==> config.mk <==
export PLATFORM = sky130hd
export DESIGN_NAME = param_mux_1_flat
export DESIGN_NICKNAME = d
export VERILOG_FILES = /design/src/rtl/param_mux_1_if.sv /design/src/rtl/param_mux_1.sv /design/src/flat_wrapper.sv
export SDC_FILE = /design/constraint.sdc
export NUM_CORES = 1
export LEC_CHECK = 0
export BUFFER_PORTS_ARGS = -buffer_cell sky130_fd_sc_hd__clkbuf_2
export CAP_MARGIN = 15
export CORE_AREA = 2 2 39 41
export CTS_CLUSTER_DIAMETER = 40
export DETAILED_ROUTE_END_ITERATION = 8
export DIE_AREA = 0 0 41 43
export SYNTH_ARGS = -nofsm -noshare
export SYNTH_HDL_FRONTEND = slang
export SYNTH_SLANG_ARGS = --single-unit
==> constraint.sdc <==
create_clock -name clk -period 1.7 [get_ports clk]
set_input_delay 0.34 -clock clk [delete_from_list [all_inputs] [get_ports clk]]
set_output_delay 0.34 -clock clk [all_outputs]
set_load 0.03 [all_outputs]
==> src/rtl/param_mux_1_if.sv <==
// Bus bundle for param_mux_1: a qualified data/select request and the registered pick result.
interface param_mux_1_if #(
    parameter int N     = 16,
    parameter int SEL_W = 4
);
    logic [N-1:0]     in;
    logic [SEL_W-1:0] sel;
    logic             in_valid;
    logic             y;
    logic             out_valid;
    logic             err;
    logic [SEL_W-1:0] sel_q;

    modport master (
        output in, sel, in_valid,
        input  y, out_valid, err, sel_q
    );

    modport slave (
        input  in, sel, in_valid,
        output y, out_valid, err, sel_q
    );
endinterface

==> src/rtl/param_mux_1.sv <==
// N-to-1 single-bit mux with one registered output stage and an out-of-range select flag.
module param_mux_1 #(
    parameter int N     = 16,
    parameter int SEL_W = 4
) (
    input  logic          clk,
    input  logic          rst,
    param_mux_1_if.slave  bus
);
    localparam int LEGS = 1 << SEL_W;
    localparam logic [SEL_W:0] N_LIMIT = N[SEL_W:0];

    if (SEL_W != $clog2(N) || N < 2) begin : g_bad_params
        $error("param_mux_1: SEL_W must equal $clog2(N) and N must be >= 2");
    end

    // Pad the data to every encodable select code so unused codes read a hard 0.
    logic [LEGS-1:0] in_ext;
    for (genvar gi = 0; gi < LEGS; gi++) begin : g_leg
        if (gi < N) begin : g_used
            assign in_ext[gi] = bus.in[gi];
        end else begin : g_unused
            assign in_ext[gi] = 1'b0;
        end
    end

    logic             pick_d;
    logic             err_d;
    logic [SEL_W-1:0] sel_d;

    assign err_d  = ({1'b0, bus.sel} >= N_LIMIT);
    assign pick_d = err_d ? 1'b0 : in_ext[bus.sel];
    assign sel_d  = bus.sel;

    logic             y_q;
    logic             err_q;
    logic             valid_q;
    logic [SEL_W-1:0] sel_reg_q;

    always_ff @(posedge clk or posedge rst) begin
        if (rst) begin
            y_q       <= 1'b0;
            err_q     <= 1'b0;
            valid_q   <= 1'b0;
            sel_reg_q <= '0;
        end else if (bus.in_valid) begin
            y_q       <= pick_d;
            err_q     <= err_d;
            valid_q   <= 1'b1;
            sel_reg_q <= sel_d;
        end else begin
            valid_q   <= 1'b0;
        end
    end

    assign bus.y         = y_q;
    assign bus.err       = err_q;
    assign bus.out_valid = valid_q;
    assign bus.sel_q     = sel_reg_q;
endmodule

==> src/flat_wrapper.sv <==
// flat-port wrapper written by rule: the top's interface ports become plain ports
module param_mux_1_flat 
#(
    parameter int N     = 16,
    parameter int SEL_W = 4
)
  (clk, rst, bus_in, bus_sel, bus_in_valid, bus_y, bus_out_valid, bus_err, bus_sel_q);
  param_mux_1_if #(.N(N), .SEL_W(SEL_W)) bus_i ();
  input  logic clk;
  input  logic rst;
  input wire logic [$bits(bus_i.in)-1:0] bus_in;
  input wire logic [$bits(bus_i.sel)-1:0] bus_sel;
  input wire logic [$bits(bus_i.in_valid)-1:0] bus_in_valid;
  output wire logic [$bits(bus_i.y)-1:0] bus_y;
  output wire logic [$bits(bus_i.out_valid)-1:0] bus_out_valid;
  output wire logic [$bits(bus_i.err)-1:0] bus_err;
  output wire logic [$bits(bus_i.sel_q)-1:0] bus_sel_q;
  assign bus_i.in = bus_in;
  assign bus_i.sel = bus_sel;
  assign bus_i.in_valid = bus_in_valid;
  assign bus_y = bus_i.y;
  assign bus_out_valid = bus_i.out_valid;
  assign bus_err = bus_i.err;
  assign bus_sel_q = bus_i.sel_q;
  param_mux_1 #(.N(N), .SEL_W(SEL_W)) u_core (.clk(clk), .rst(rst), .bus(bus_i));
endmodule
==> reports/metrics.sh <==
IO_BUFFERS=28
POST_SYNTH_INST_COUNT=25
DETAIL_ROUTE.ITER0.VIOLATIONS=3
CTS_ROOT_BUF='sky130_fd_sc_hd__clkbuf_4'
HOLD_VIOL_FINAL=0
FINISH.UTILIZATION_PCT=40.1
FILL_CELL_COUNT=147
MAX_CAP_VIOLATIONS=0
SYNTH_TOP_AREA_SHARE_PCT=40.3
DRC=0
R2R_SLACK_PS=940
PLACEMENT.CELL_AREA_UM2=522
OUTCOME='completed'
SYNTH_AREA_PER_CELL_UM2=14.9
WL_PER_CELL_UM=11.2
CLK_PIN_SLEW_PS=50
TRITONCTS_CLOCK_TREE='built'
GLOBAL_ROUTE.OVERFLOW_TOTAL=0
DIE-HEIGHT_UM=43
WIRELENGTH_UM=795
FINAL.SETUP_SKEW_PS=0
FFS_LATCHES_SYNTH=6
FLOORPLAN.INITIALDENSITY_PCT=26.9
SYNTHESIS.AREA_UM2=373
ANTENNA_LEFT=0
YOSYSUNIQUECELLTYPES=14
DIE_W_UM=41
FMAX_GHz=0.812
WORSTPATHREQUIRED_PS=1820
END_KIND='flip-flop'
SYNTH_FP_NETS=48
FINAL_PERIOD_MINUS_WORST_SETUP_SLACK_PS=1230
MAXIMUM_FANOUT_COUNT_ALONG_THE_CRITICAL_PATH=5
CTS_HTREE_LEVELS=1
DATA_ARRIVAL_TIME_OF_THE_CRITICAL_PATH_PS=1360
POST_CTS_RESIZED=0
DESIGN.DIE.AREA_UM2=1760
YOSYS.AREA.TOP_TYPE='sky130_fd_sc_hd__dfrtp_1'
COREAREA_UM2=1380
MIN_PATH_TYPE='input pin to flip-flop'
WORST_SKEW_PAIR.LATE_LATENCY_PS=240
REG2REG_DEPTH=1
ROWS=14
POWER_LEAKAGE_nW=0.290
POWER-PER-CELL-AREA_nW_PER_UM2=758
GRT_MAX_DEGREE=9
FLOW.AREA_GROWTH_FROM_SYNTHESIS_PCT=48.7
FIRST_GLOBAL_VIAS=340
IRDROPWORSTVDD_mV=0.263
GLOBAL_ROUTE_WIRE_LENGTH_BEFORE_REPAIR_MM=1.24
CTS-BUFFERS-INSERTED=3
GRT_SETUP_UNREPAIRED='false'
SEQ_AREA_FRAC_SYNTH_PCT=40.3
CLOCK_TREE.BUFFER_DEPTH=2
TOP_LEVEL_PORTS=30
WORSTSETUPSTARTPOINT='bus_sel[1]'
MAXSLEWVIOLCOUNT=0
FIN_NETS=80
CRIT-REG2REG-CAPTURE='u_core.bus.sel_q[2]'
SYNTH_WARNINGS=0
ENDPOINT='u_core.bus.y'
FIRSTDRTPASSITERS=3
LAYOUT_WORST_PATH_CYCLE_SHARE_PCT=72.5
LAYOUT.CELL_AREA.NON_FILLER_UM2=554
VIAS_PER_CELL=4.76
R2R_START='u_core.bus.sel_q[2]'
DRIVE_ABOVE_1_SHARE_PCT=67.3
CTS_NUM_SINKS=6
WORST-SETUP-PATH-TYPE='input pin to flip-flop'
GRT_USAGE_PCT=11.1
ANTENNA_VIOLATIONS_BEFORE_REPAIR=0
MIN_FROM='bus_in_valid'
SETUP_TNS_PS=0
PLACE_CONGESTION=0.661
ANTENNA_CELLS=0
SYNTHTOPCELLSBYAREA='sky130_fd_sc_hd__dfrtp_1 (40%), sky130_fd_sc_hd__mux4_1 (28%), sky130_fd_sc_hd__mux2_2 (12%), sky130_fd_sc_hd__a221oi_2 (4.0%), sky130_fd_sc_hd__mux2i_1 (2.7%)'
FINAL_SETUP_VIOLATIONS=0
VIA_COUNT=338
CRITICAL_PATH.STARTPOINT_TYPE='input pin'
-- cells in the final DEF (no fill, tap or decap) --
cell	Yosys	routed
sky130_fd_sc_hd__nor2_1	1	1
sky130_fd_sc_hd__conb_1	1	1
sky130_fd_sc_hd__clkbuf_4	0	3
sky130_fd_sc_hd__nand2b_1	1	1
sky130_fd_sc_hd__mux2i_1	1	1
sky130_fd_sc_hd__clkbuf_2	0	28
sky130_fd_sc_hd__or2_2	1	1
sky130_fd_sc_hd__inv_1	1	1
sky130_fd_sc_hd__mux2_2	4	4
sky130_fd_sc_hd__dlygate4sd3_1	0	1
sky130_fd_sc_hd__and2_1	1	1
sky130_fd_sc_hd__dfrtp_1	6	6
sky130_fd_sc_hd__a221oi_2	1	1
sky130_fd_sc_hd__mux4_1	4	4
sky130_fd_sc_hd__o22ai_1	1	1
-- synthesized netlist by cell type --
cell type,number
sky130_fd_sc_hd__clkbuf_1,1
sky130_fd_sc_hd__o22ai_1,1
sky130_fd_sc_hd__dfrtp_1,6
sky130_fd_sc_hd__inv_1,1
sky130_fd_sc_hd__and2_1,1
sky130_fd_sc_hd__mux2_2,4
sky130_fd_sc_hd__buf_4,1
sky130_fd_sc_hd__nor2_1,1
sky130_fd_sc_hd__nand2b_1,1
sky130_fd_sc_hd__mux4_1,4
sky130_fd_sc_hd__conb_1,1
sky130_fd_sc_hd__or2_2,1
sky130_fd_sc_hd__a221oi_2,1
sky130_fd_sc_hd__mux2i_1,1
-- worst min-delay path by stage --
| stage | endpoint | slack, ps | cells past startpoint |
|---|---|---|---|
| after floorplan | u_core.bus.out_valid | 130 | 1 |
| final | u_core.bus.out_valid | 330 | 1 |
| after CTS | u_core.bus.out_valid | 320 | 1 |
| after detailed placement | u_core.bus.out_valid | 250 | 2 |
| after global placement | u_core.bus.out_valid | 240 | 2 |
| after global routing | u_core.bus.out_valid | 340 | 1 |
-- metal layers --
metal | track usage (%) | wire [um]
met1 | 12.5 | 295
met2 | 15.9 | 381
met3 | 3.14 | 118
met4 | 10.0 | 0
met5 | 0 | 0
-- worst max-delay path, cell delays in order --
cell                       delay (ps)
sky130_fd_sc_hd__clkbuf_2         150
sky130_fd_sc_hd__mux4_1           560
sky130_fd_sc_hd__o22ai_1          220
sky130_fd_sc_hd__a221oi_2          90
-- stage by stage --
stage	cells	hold WS, ps	setup slack [ps]	power [W]
2_1_floorplan	25	131	432	0.000243
3_3_place_gp	67	241	227	0.000288
3_5_place_dp	67	246	217	0.000289
4_1_cts	71	323	475	0.000430
5_1_grt	71	344	426	0.000444
6_report	71	328	468	0.000420
-- state kept, by name, indices dropped and copies added (netlist names) --
name,cells
u_core.bus.sel_q,4
u_core.bus.out_valid,1
u_core.bus.y,1
-- power breakdown --
group | internal, W | leakage, nW | total (W) | switching [W]
logic | 0.0000586 | 0.207 | 0.000123 | 0.0000640
clock network | 0.0000800 | 0.0138 | 0.000133 | 0.0000531
registers | 0.000158 | 0.0694 | 0.000164 | 0.00000663
-- what timing repair did --
action                    4_1_cts  5_1_grt
hold endpoints to repair        6        0
setup buffers                   0        0
hold buffers                    1        0
-- final cells by class --
class / count / area [um^2] / share of cell area, %
Sequential cell: 6 / 150 / 27.1
Inverter: 1 / 3.75 / 0.677
Timing Repair Buffer: 29 / 150 / 27.1
Multi-Input combinational cell: 16 / 208 / 37.5
Tap cell: 16 / 20.0 / 3.61
Clock buffer: 3 / 22.5 / 4.06
-- cells by family after synthesis --
group           count (synthesis)  synth area share, %
mux                             9                 43.0
flops                           6                 40.3
simple gates                    4                 6.04
buf+inv                         3                 4.03
compound gates                  2                 5.70
other cells                     1                 1.01
No activity file was read; power rests on OpenSTA's default activity.
